--- src/rtl/ram_ctrl_pkg.sv ---
// Shared types and constants for the Hmmm data-path SRAM responder.
// Two 16-bit Hmmm words are packed into each 32-bit SRAM word.
package ram_ctrl_pkg;

    typedef enum logic [2:0] {
        IDLE,
        WRITE,
        RD_ISSUE,
        RD_WAIT,
        DONE
    } state_t;

    localparam logic [3:0] WMASK_LO   = 4'b0011;
    localparam logic [3:0] WMASK_HI   = 4'b1100;
    localparam logic [3:0] WMASK_NONE = 4'b0000;

    localparam int READ_LAT_MIN = 1;
    localparam int READ_LAT_MAX = 3;

    // Odd Hmmm addresses live in the upper half of the SRAM word.
    function automatic logic [15:0] half_sel(input logic [31:0] word, input logic hi);
        return hi ? word[31:16] : word[15:0];
    endfunction

endpackage

--- src/rtl/ram_ctrl.sv ---
// Sequences Hmmm word reads/writes onto a single-port synchronous SRAM
// (active-low csb/web, byte mask) and acknowledges each with a one-cycle pulse.
module ram_ctrl
    import ram_ctrl_pkg::*;
#(
    parameter int ADDR_W   = 8,
    parameter int READ_LAT = 1
) (
    input  logic              clk,
    input  logic              rst,
    input  logic              req_read,
    input  logic              req_write,
    input  logic [ADDR_W-1:0] addr,
    input  logic [15:0]       ram_in,
    output logic [15:0]       ram_out,
    output logic              ack,
    output logic              busy,
    output logic              conflict,
    output logic              sram_csb,
    output logic              sram_web,
    output logic [3:0]        sram_wmask,
    output logic [ADDR_W-2:0] sram_addr,
    output logic [31:0]       sram_din,
    input  logic [31:0]       sram_dout
);

    if (READ_LAT < READ_LAT_MIN || READ_LAT > READ_LAT_MAX) begin : g_bad_lat
        $error("ram_ctrl: READ_LAT must be in 1..3");
    end

    localparam logic [1:0] LAST_CNT = 2'(READ_LAT - 1);

    state_t            state;
    state_t            state_nxt;
    logic [1:0]        lat_cnt;
    logic [ADDR_W-1:0] addr_q;
    logic [15:0]       wdata_q;
    logic              accept;

    assign accept = (state == IDLE) && (req_read || req_write);

    // Transaction operands are frozen at accept so the requester may move on.
    assign sram_addr = addr_q[ADDR_W-1:1];
    assign sram_din  = {wdata_q, wdata_q};

    always_ff @(posedge clk) begin
        if (rst) begin
            state    <= IDLE;
            lat_cnt  <= 2'd0;
            addr_q   <= '0;
            wdata_q  <= 16'd0;
            ram_out  <= 16'd0;
            conflict <= 1'b0;
        end else begin
            state <= state_nxt;
            if (accept) begin
                addr_q  <= addr;
                wdata_q <= ram_in;
            end
            if (state == IDLE && req_read && req_write) begin
                conflict <= 1'b1;
            end
            if (state == RD_WAIT) begin
                lat_cnt <= lat_cnt + 2'd1;
            end else begin
                lat_cnt <= 2'd0;
            end
            if (state == RD_WAIT && lat_cnt == LAST_CNT) begin
                ram_out <= half_sel(sram_dout, addr_q[0]);
            end
        end
    end

    always_comb begin
        state_nxt  = state;
        sram_csb   = 1'b1;
        sram_web   = 1'b1;
        sram_wmask = WMASK_NONE;
        ack        = 1'b0;
        busy       = (state != IDLE);
        case (state)
            IDLE: begin
                // A simultaneous read is dropped in favour of the write.
                if (req_write) begin
                    state_nxt = WRITE;
                end else if (req_read) begin
                    state_nxt = RD_ISSUE;
                end
            end
            WRITE: begin
                sram_csb   = 1'b0;
                sram_web   = 1'b0;
                sram_wmask = addr_q[0] ? WMASK_HI : WMASK_LO;
                state_nxt  = DONE;
            end
            RD_ISSUE: begin
                sram_csb  = 1'b0;
                state_nxt = RD_WAIT;
            end
            RD_WAIT: begin
                if (lat_cnt == LAST_CNT) begin
                    state_nxt = DONE;
                end
            end
            DONE: begin
                ack       = 1'b1;
                state_nxt = IDLE;
            end
            default: state_nxt = IDLE;
        endcase
    end

endmodule

--- config.mk ---
export PLATFORM = sky130hd
export DESIGN_NAME = ram_ctrl
export DESIGN_NICKNAME = d
export VERILOG_FILES = /design/src/rtl/ram_ctrl_pkg.sv /design/src/rtl/ram_ctrl.sv
export SDC_FILE = /design/constraint.sdc
export NUM_CORES = 1
export LEC_CHECK = 0
export BUFFER_PORTS_ARGS = -buffer_cell sky130_fd_sc_hd__buf_2
export CAP_MARGIN = 20
export CORE_MARGIN = 4
export CORE_UTILIZATION = 41
export DETAILED_ROUTE_END_ITERATION = 16
export PLACE_DENSITY_LB_ADDON = 0.08
export SETUP_SLACK_MARGIN = 0.5
export SYNTH_ARGS = -nofsm -noshare
export SYNTH_HDL_FRONTEND = slang
export SYNTH_SLANG_ARGS = --single-unit
--- constraint.sdc ---
create_clock -name clk -period 1.3 [get_ports clk]
set_input_delay 0.195 -clock clk [delete_from_list [all_inputs] [get_ports clk]]
set_output_delay 0.195 -clock clk [all_outputs]
set_load 0.01 [all_outputs]
==> results.cfg, run 1 <==
[floorplan]
die_h_um = 84.7
dieArea_mm2 = 0.00717
core_area_mm2 = 0.00561
initial_utilization_pct = 43.0
rows = 27
die_width_um = 84.7
ios = 124

[yosys]
postSynthRegisterBits = 46
number_of_enable_flip_flop_cells_after_synthesis = 0
synth_sequential_area_ratio_pct = 38.2
yosys.cell_count.top_type = sky130_fd_sc_hd__nand2b_1
synthesis.area_per_instance_um2 = 10.3
synth.cells.most_frequent = sky130_fd_sc_hd__nand2b_1, sky130_fd_sc_hd__dfxtp_1, sky130_fd_sc_hd__mux2i_1
netlist-cell-type-count = 27
synth.area.top_cells = sky130_fd_sc_hd__dfxtp_1, sky130_fd_sc_hd__mux2i_1, sky130_fd_sc_hd__nand2b_1
synth_area_leader_cell = sky130_fd_sc_hd__dfxtp_1
synth.net_count = 295
netlist.area_leader.share_pct = 38.2
syn-instance-count = 234
post_synth_instance_area_mm2 = 0.00241
synth_flop_cell = sky130_fd_sc_hd__dfxtp_1
number_of_warning_messages_in_the_yosys_log = 0
synth_async_sr_flop_share_pct = 0

[sta]
fin_skew_ps = 10.7
max_clock_freq_ghz = 0.677
tmin_final_ps = 1480
maxSlewViolCount = 0
timing.max_slew.rel_slack_pct = 74.4
setup_ws_ps = -176
finalHoldViolCount = 0
setup_repair_after_global_routing_missed_its_margin = yes
tightest_slew_ps = 384
setup_violations_final = 47
whs_ps = 151
final.period_utilization_pct = 114

[setup_path]
critical_path.endpoint_type = output port
crit_path_top_delay_cell = sky130_fd_sc_hd__or3b_4
crit_chain = or3b_4 -> nor2_4 -> buf_2
worst-endpoint-arrival_ps = 1280
required_ps = 1110
critPathKind = flop to output port
critical_path_fanout_max = 3
critical_path_start_type = flop
slowest_delay_ps = 410

[hold_path]
min-delay-path-class = primary input to flop

[global_routing]
grt_start_max_net_pins = 33
grt_pass1_wl_um = 9810
globalRouteTotalUtil_pct = 16.6
gr-total-overflow = 0
grt_antenna_before_repair = 0
first_global_vias = 2111

[placement]
io_buffer_count = 123
gp_congestion = 0.688
dp_hpwl_um = 3920
place.detailed.instances = 400

[drt]
detail-route-antenna-nets = 0
routed_wire_length_per_instance_um = 13.7
drt_iter0_markers = 31
detailedRoute.firstPassIterationCount = 4
drcViolationCount = 0
post_drt_via_cell_ratio = 4.57
vias = 2006
drt_wl_total_um = 6020

[layout]
area_growth_pct = 65.7
diodes = 0
final-instance-count-excl-fill = 439
drive_gt1_share_pct = 71.9
layout.nets = 427

[clocking]
ctsHtreeMaxLevel = 2
clock-sinks = 46
tritoncts = done
ctsRootBufferMaster = sky130_fd_sc_hd__clkbuf_8
cts_hold_buf = 0
cts_max_path_buffers = 2
tritoncts.num_buffers = 5
clkTransAtPathRegs_ps = 90
clock_insertion_delay_worst_skew_ps = 290

[pwr]
worst_vdd_drop_mv = 0.908
cellPowerDensity_mw_per_mm2 = 940
power_leakage_uw = 0.00181

[run]
max-cap-violations = 0

[outcome]
status = finished, violations left
violated_checks = setup timing
through the flow:
stage	instance area (µm²)	setup TNS, ps	util [%]	worst slack (ps)	total power [µW]
after global placement	3050	0	54.4	12.0	2410
final	4000	-2650	71.3	-176	3760
after detailed placement	3050	-221	54.4	-34.6	2420
after CTS	3930	-2830	70.0	-183	3790
after global routing	4000	-6100	71.3	-219	3960
after floorplan	2560	0	-	18.4	2220
cell families (layout without fill, tap and decap cells):
kind of cell | after synthesis | after routing | synth area share (%)
AOI/OAI and AO/OA | 21 | 21 | 9.34
xor gates and xnor gates | 1 | 1 | 0.363
adders and majority gates | 1 | 1 | 0.519
buffers and inverters | 46 | 179 | 14.7
DFF | 46 | 46 | 38.2
muxes | 40 | 40 | 16.6
and+or+nand+nor | 79 | 79 | 20.2
critical path, delay by kind of cell (launching register included):
family / cells / cell delay (ps)
buffers and inverters: 1 / 140
DFF: 1 / 350
and+or+nand+nor: 2 / 510
flip-flops by register name (all words and copies together), names as in the netlist:
signal and cells:
ram_out 16, state 3, addr_q 8, wdata_q 16, conflict 1, lat_cnt 2
cells in the final DEF, fill, tap and decap left out, drive strengths merged, types with 2 or more instances in the layout:
cell type and count:
dfxtp 46, a211oi 17, and3 2, buf 166, mux2i 40, inv 5, nor3b 2, nor2 21
nand2b 50, clkbuf 7
power by group:
| part | internal, µW | leakage, µW | total (µW) | switching, µW |
|---|---|---|---|---|
| Combinational | 658 | 0.00136 | 1110 | 450 |
| Clock | 576 | 0.0000524 | 1040 | 462 |
| Sequential | 1520 | 0.000397 | 1610 | 89.3 |
| Total | 2750 | 0.00181 | 3760 | 1000 |
metal layers:
layer	up-vias	routed length, µm	GRT usage [%]	share of wire [%]
met5	-	0	0	0
met4	0	30	3.45	0.50
met3	2	415	4.12	6.9
met2	66	3110	29.3	52
met1	918	2470	20.5	41
li1	1020	-	-	-
cell type report:
cell class	count	area (µm²)
Tap cell	72	90.1
Sequential cell	46	998
Inverter	5	18.8
Multi-Input combinational cell	142	1320
Fill cell	444	1610
Clock inverter	1	30.0
Timing Repair Buffer	166	1460
Clock buffer	7	76.3
final timing paths:
kind	start	endpoint	slack, ps	cells after the start
worst min register to register	addr_q[4]$_SDFFE_PP0P_	addr_q[4]$_SDFFE_PP0P_	480	2
worst min-delay path	addr[4]	addr_q[4]$_SDFFE_PP0P_	150	3
worst max-delay path	state[1]$_SDFFE_PP0P_	sram_wmask[3]	-180	3
worst max register to register	state[1]$_SDFFE_PP0P_	wdata_q[11]$_SDFFE_PP0P_	-70	6
repair_timing:
action | 4_1_cts | 5_1_grt
gates resized for setup | 124 | 14
endpoints found under the setup margin | 110 | 110
pin swaps | 11 | 4
setup buffers | 24 | 4
gates cloned | 3 | 0
(Power assumes the default switching activity.)
==> run 2, diff against run 1 <==
==> constraint.sdc (replaced) <==
create_clock -name clk -period 1.3 [get_ports clk]
set_input_delay 0.065 -clock clk [delete_from_list [all_inputs] [get_ports clk]]
set_output_delay 0.065 -clock clk [all_outputs]
set_load 0.01 [all_outputs]
==> run 2 against run 1 <==
  * The run still ends with setup timing left
  * First-iteration DRC count rose by 84%
  * Count of clock-buffer cells in the layout decreased by 1
  * Final cell count did not move
  * Via count up 1.2%
  * Sequential power about the same
  * Die area stayed put
  * Flip-flop and latch count unchanged
  * Fmax grew 6.0%
  * Non-clock buffer count stayed put
  * Critical path depth unchanged
  * Worst setup slack better by 83 ps
  * Largest cell class unchanged
==> results.cfg, run 2 (synthesis results as in run 1) <==
[drt]
drt_iter0_markers = 57
routed_wire_length_per_instance_um = 13.7
drt_wl_total_um = 6000
vias = 2030
wl_met3_um = 440
met1_length_um = 2440
highest_layer = met4
detailedRoute.firstPassIterationCount = 4
post_drt_via_cell_ratio = 4.62
detail-route-antenna-nets = 0
drcViolationCount = 0
wl_met2_um = 3010

[pwr]
power_after_layout_uw = 3640
worst_vdd_drop_mv = 0.576
power_leakage_uw = 0.00180
cellPowerDensity_mw_per_mm2 = 907

[sta]
timing.max_slew.rel_slack_pct = 77.4
tns_ps = -937
tightest_slew_ps = 338
maxSlewViolCount = 0
fin_skew_ps = 3.85
setup_violations_final = 33
finalHoldViolCount = 0
max_clock_freq_ghz = 0.718
setup_ws_ps = -93.3
final.period_utilization_pct = 107
tmin_final_ps = 1390
setup_repair_after_global_routing_missed_its_margin = yes

[layout]
largestRegisters = ram_out: 16 flops, wdata_q: 16 flops, addr_q: 8 flops
drive_gt1_share_pct = 72.8
diodes = 0
layout.cells.most_common = sky130_fd_sc_hd__buf_6
area_growth_pct = 66.4
multi_input_gate_area_mm2 = 0.00131
layout.nets = 427
most-common-layout-cells = sky130_fd_sc_hd__buf_6, sky130_fd_sc_hd__buf_2, sky130_fd_sc_hd__nand2b_1
register_area_um2 = 1000
final-instance-count-excl-fill = 439
final.fill_count = 433

[setup_path]
required_ps = 1240
critPathKind = flop to output port
critical_path.endpoint_type = output port
critical_path_fanout_max = 3
critical_path_start_type = flop
worst-endpoint-arrival_ps = 1330

[clocking]
clkTransAtPathRegs_ps = 90
clock-sinks = 46
ctsHtreeMaxLevel = 2
clock_insertion_delay_worst_skew_ps = 290
ctsRootBufferMaster = sky130_fd_sc_hd__clkbuf_8
tritoncts.num_buffers = 5
tritoncts = done
cts_max_path_buffers = 2

[floorplan]
rows = 27
dieArea_mm2 = 0.00717
core_area_mm2 = 0.00561
ios = 124
die_h_um = 84.7
die_width_um = 84.7
initial_utilization_pct = 43.0

[global_routing]
grt_antenna_before_repair = 0
grt_start_max_net_pins = 48
globalRouteTotalUtil_pct = 16.3
grt_pass1_wl_um = 9620
first_global_vias = 2116
gr-total-overflow = 0

[outcome]
violated_checks = setup timing
status = finished, violations left

[hold_path]
min-delay-path-class = primary input to flop

[placement]
place.detailed.instances = 399
io_buffer_count = 123
gp_congestion = 0.693
dp_hpwl_um = 3810

[run]
max-cap-violations = 0
[run 2: cell types whose count changed in the layout (fill, tap and decap cells not counted), sizes merged]
| cell | change |
|---|---|
| bufinv | -1 |
| buf | -2 |
| clkinvlp | +1 |
| clkinv | +1 |
| clkbuf | +1 |
[run 2: repair_timing]
action / 4_1_cts / 5_1_grt
setup buffers: 27 / 2
cloned: 1 / 2
resized for setup: 128 / 16
hold buffers: 0 / 0
pin swaps: 14 / 13
endpoints found under the setup margin: 110 / 110
[run 2: path summary, 6_finish.rpt]
path,end,startpoint,slack (ps),cells past startpoint
setup reg to reg,wdata_q[15]$_SDFFE_PP0P_,state[2]$_SDFFE_PP0P_,-40,6
setup / recovery,sram_wmask[0],state[1]$_SDFFE_PP0P_,-90,3
hold reg to reg,addr_q[7]$_SDFFE_PP0P_,addr_q[7]$_SDFFE_PP0P_,480,2
hold / removal,addr_q[2]$_SDFFE_PP0P_,addr[2],10,3
[run 2: critical path, cell delays in order, from the launching register on]
cell                      delay [ps]
sky130_fd_sc_hd__dfxtp_4         360
sky130_fd_sc_hd__or3b_4          440
sky130_fd_sc_hd__nor2_4          100
sky130_fd_sc_hd__buf_2           140
[run 2: power by group]
part / switching [µW] / internal [µW]
sequential: 92.3 / 1520
clock: 481 / 428
combinational: 452 / 667
[run 2: final cells by class]
type	instances	share of cell area, %
inverter	5	0.468
clock inverter	2	0.312
sequential	46	24.9
tap	72	2.25
multi-input combinational	142	32.7
clock buffer	6	2.06
timing repair buffer	166	37.3
[run 2: per-layer routing]
layer | GRT usage [%] | vias up
met5 | 0 | -
met4 | 5.76 | 0
met3 | 4.81 | 10
met2 | 28.0 | 74
met1 | 19.3 | 928
li1 | - | 1018
[run 2: through the flow]
stage | util, % | hold slack, ps | cell area [µm²] | setup WS, ps
after floorplan | - | 220 | 2500 | 71.2
after global placement | 53.5 | 326 | 3000 | 42.1
after detailed placement | 53.5 | 334 | 3000 | -38.3
after CTS | 68.9 | 3.51 | 3860 | -75.8
after global routing | 71.5 | 17.2 | 4010 | -148
final | 71.5 | 11.4 | 4010 | -93.3
==> run 3, diff against run 2 <==
--- a/config.mk
+++ b/config.mk
@@ -8,10 +8,11 @@
 export BUFFER_PORTS_ARGS = -buffer_cell sky130_fd_sc_hd__buf_2
 export CAP_MARGIN = 20
 export CORE_MARGIN = 4
-export CORE_UTILIZATION = 41
+export CORE_UTILIZATION = 45
 export DETAILED_ROUTE_END_ITERATION = 16
 export PLACE_DENSITY_LB_ADDON = 0.08
 export SETUP_SLACK_MARGIN = 0.5
+export SLEW_MARGIN = 0
 export SYNTH_ARGS = -nofsm -noshare
 export SYNTH_HDL_FRONTEND = slang
 export SYNTH_SLANG_ARGS = --single-unit
==> constraint.sdc (replaced) <==
create_clock -name clk -period 1.4 [get_ports clk]
set_input_delay 0.28 -clock clk [delete_from_list [all_inputs] [get_ports clk]]
set_output_delay 0.28 -clock clk [all_outputs]
set_load 0.01 [all_outputs]
==> run 3 against run 2 <==
  * The flow still finishes with violations (setup timing)
  * Worst hold slack improved by 230 ps
  * Final cell count up 2.5%
  * Combinational power shrank 4%
  * Highest routed layer unchanged
==> results.cfg, run 3 (synthesis results as in run 1) <==
[setup_path]
timing.critical_path.buf_inv = 1
path_depth = 3
worst_r2r_path_depth = 7
path_delay_family = simple AND/OR/NAND/NOR gates
critical_path_start_type = flop
r2r_setup_slack_ps = -150
worst-endpoint-arrival_ps = 1290
critical_path.endpoint_type = output port
critical_path_fanout_max = 3
slowest_delay_ps = 430
required_ps = 1120
crit_chain = or3b_4 -> nor2_4 -> buf_2
crit_path_top_delay_cell = sky130_fd_sc_hd__or3b_4
critPathKind = flop to output port

[clocking]
tritoncts.num_buffers = 5
cts_max_path_buffers = 2
tritoncts = done
clock_insertion_delay_worst_skew_ps = 290
ctsRootBufferMaster = sky130_fd_sc_hd__clkbuf_8
ctsHtreeMaxLevel = 2
clkTransAtPathRegs_ps = 80
clock-sinks = 46

[sta]
final.period_utilization_pct = 112
fin_skew_ps = 7.16
tmin_final_ps = 1570
timing.max_slew.rel_slack_pct = 77.8
setup_ws_ps = -168
finalHoldViolCount = 0
whs_ps = 238
setup_violations_final = 47
max_clock_freq_ghz = 0.638
maxSlewViolCount = 0
tightest_slew_ps = 332
setup_repair_after_global_routing_missed_its_margin = yes

[layout]
most-common-layout-cells = sky130_fd_sc_hd__buf_6, sky130_fd_sc_hd__buf_2, sky130_fd_sc_hd__nand2b_1
diodes = 0
layout.core_utilization_pct = 80.2
drive_gt1_share_pct = 71.8
layout.cells.most_common = sky130_fd_sc_hd__buf_6
fin_area_mm2 = 0.00412
final.fill_count = 323
largestRegisters = ram_out: 16 flops, wdata_q: 16 flops, addr_q: 8 flops
area_growth_pct = 70.9
layout.nets = 441

[outcome]
violated_checks = setup timing
status = finished, violations left

[pwr]
worst_vdd_drop_mv = 0.619
power_leakage_uw = 0.00189
share_comb_of_total_power_pct = 32.5
power.internal_uw = 2400
cellPowerDensity_mw_per_mm2 = 808
netSwitchingPower_uw = 930
power_frac_clock_pct = 22.6
switching_share_pct = 27.9
seq_power_share_pct = 44.9

[floorplan]
die_h_um = 81.2
core_area_mm2 = 0.00514
rows = 26
dieArea_mm2 = 0.00659
initial_utilization_pct = 46.9
die_width_um = 81.2
ios = 124

[placement]
io_buffer_count = 123
dp_hpwl_um = 3900
gp_congestion = 0.700
placed_area_mm2 = 0.00306

[drt]
routed_wire_length_per_instance_um = 14.9
drcViolationCount = 0
detailedRoute.firstPassIterationCount = 4
post_drt_via_cell_ratio = 4.76
vias = 2140
drt_iter0_markers = 74
drt_wl_total_um = 6700
detail-route-antenna-nets = 0

[global_routing]
gr-total-overflow = 0
grt_start_max_net_pins = 43
grt_pass1_wl_um = 10200
grt_antenna_before_repair = 0
first_global_vias = 2211
globalRouteTotalUtil_pct = 20.1

[hold_path]
min-delay-path-class = primary input to flop
whs_path_depth = 3

[run]
max-cap-violations = 0
## run 3: changes by cell type in the layout (fill, tap and decap cells not counted), moves of 3 or more
cell / delta
sky130_fd_sc_hd__nor2_4: +8
sky130_fd_sc_hd__nor2_2: -7
sky130_fd_sc_hd__buf_2: +6
sky130_fd_sc_hd__buf_4: +6
sky130_fd_sc_hd__dfxtp_2: -3
## run 3: worst paths after layout
path                                        startpoint                  endpoint
worst max-delay path             state[1]$_SDFFE_PP0P_             sram_wmask[2]
worst min-delay path                        ram_in[12]  wdata_q[12]$_SDFFE_PP0P_
worst max register to register   state[2]$_SDFFE_PP0P_  ram_out[15]$_SDFFE_PP0P_
worst min register to register  addr_q[2]$_SDFFE_PP0P_    addr_q[2]$_SDFFE_PP0P_
## run 3: through the flow
step                worst slack [ps]  instances  setup TNS, ps  total power [µW]
global placement                89.7        398              0              2260
CTS                             -171        442          -3480              3340
detailed placement              66.2        398              0              2270
finish                          -168        450          -3890              3330
global route                    -230        450          -6910              3500
floorplan                       33.4        234              0              2060
## run 3: worst min-delay path, stage by stage
cell	delay [ps]
sky130_fd_sc_hd__buf_2	100
sky130_fd_sc_hd__nand2b_1	50
sky130_fd_sc_hd__mux2i_1	60
## run 3: cell type report
type | instances | area (µm²) | share of cell area [%]
Timing Repair Buffer | 180 | 1630 | 39.6
Tap cell | 70 | 87.6 | 2.13
Sequential cell | 46 | 1000 | 24.3
Multi-Input combinational cell | 142 | 1310 | 31.7
Clock buffer | 7 | 76.3 | 1.85
Inverter | 5 | 18.8 | 0.455
## run 3: metal layers
metal  share of wire (%)  global-route usage, %
met1                  37                   21.5
met4                 2.8                   8.61
met2                  54                   37.2
met5                   0                      0
met3                 6.0                   5.10
## run 3: power groups by stage
stage          Clock, µW  Combinational, µW  Sequential (µW)
2_1_floorplan          0                545             1520
3_3_place_gp           0                767             1490
3_5_place_dp           0                776             1500
4_1_cts              782               1060             1500
5_1_grt              841               1160             1510
6_report             753               1080             1490
## run 3: timing repair
item	CTS	global route
gates resized for setup	131	14
gates cloned	4	0
buffers inserted	33	8
pin swaps	11	5
hold buffers	0	0
endpoints found under the setup margin	109	110
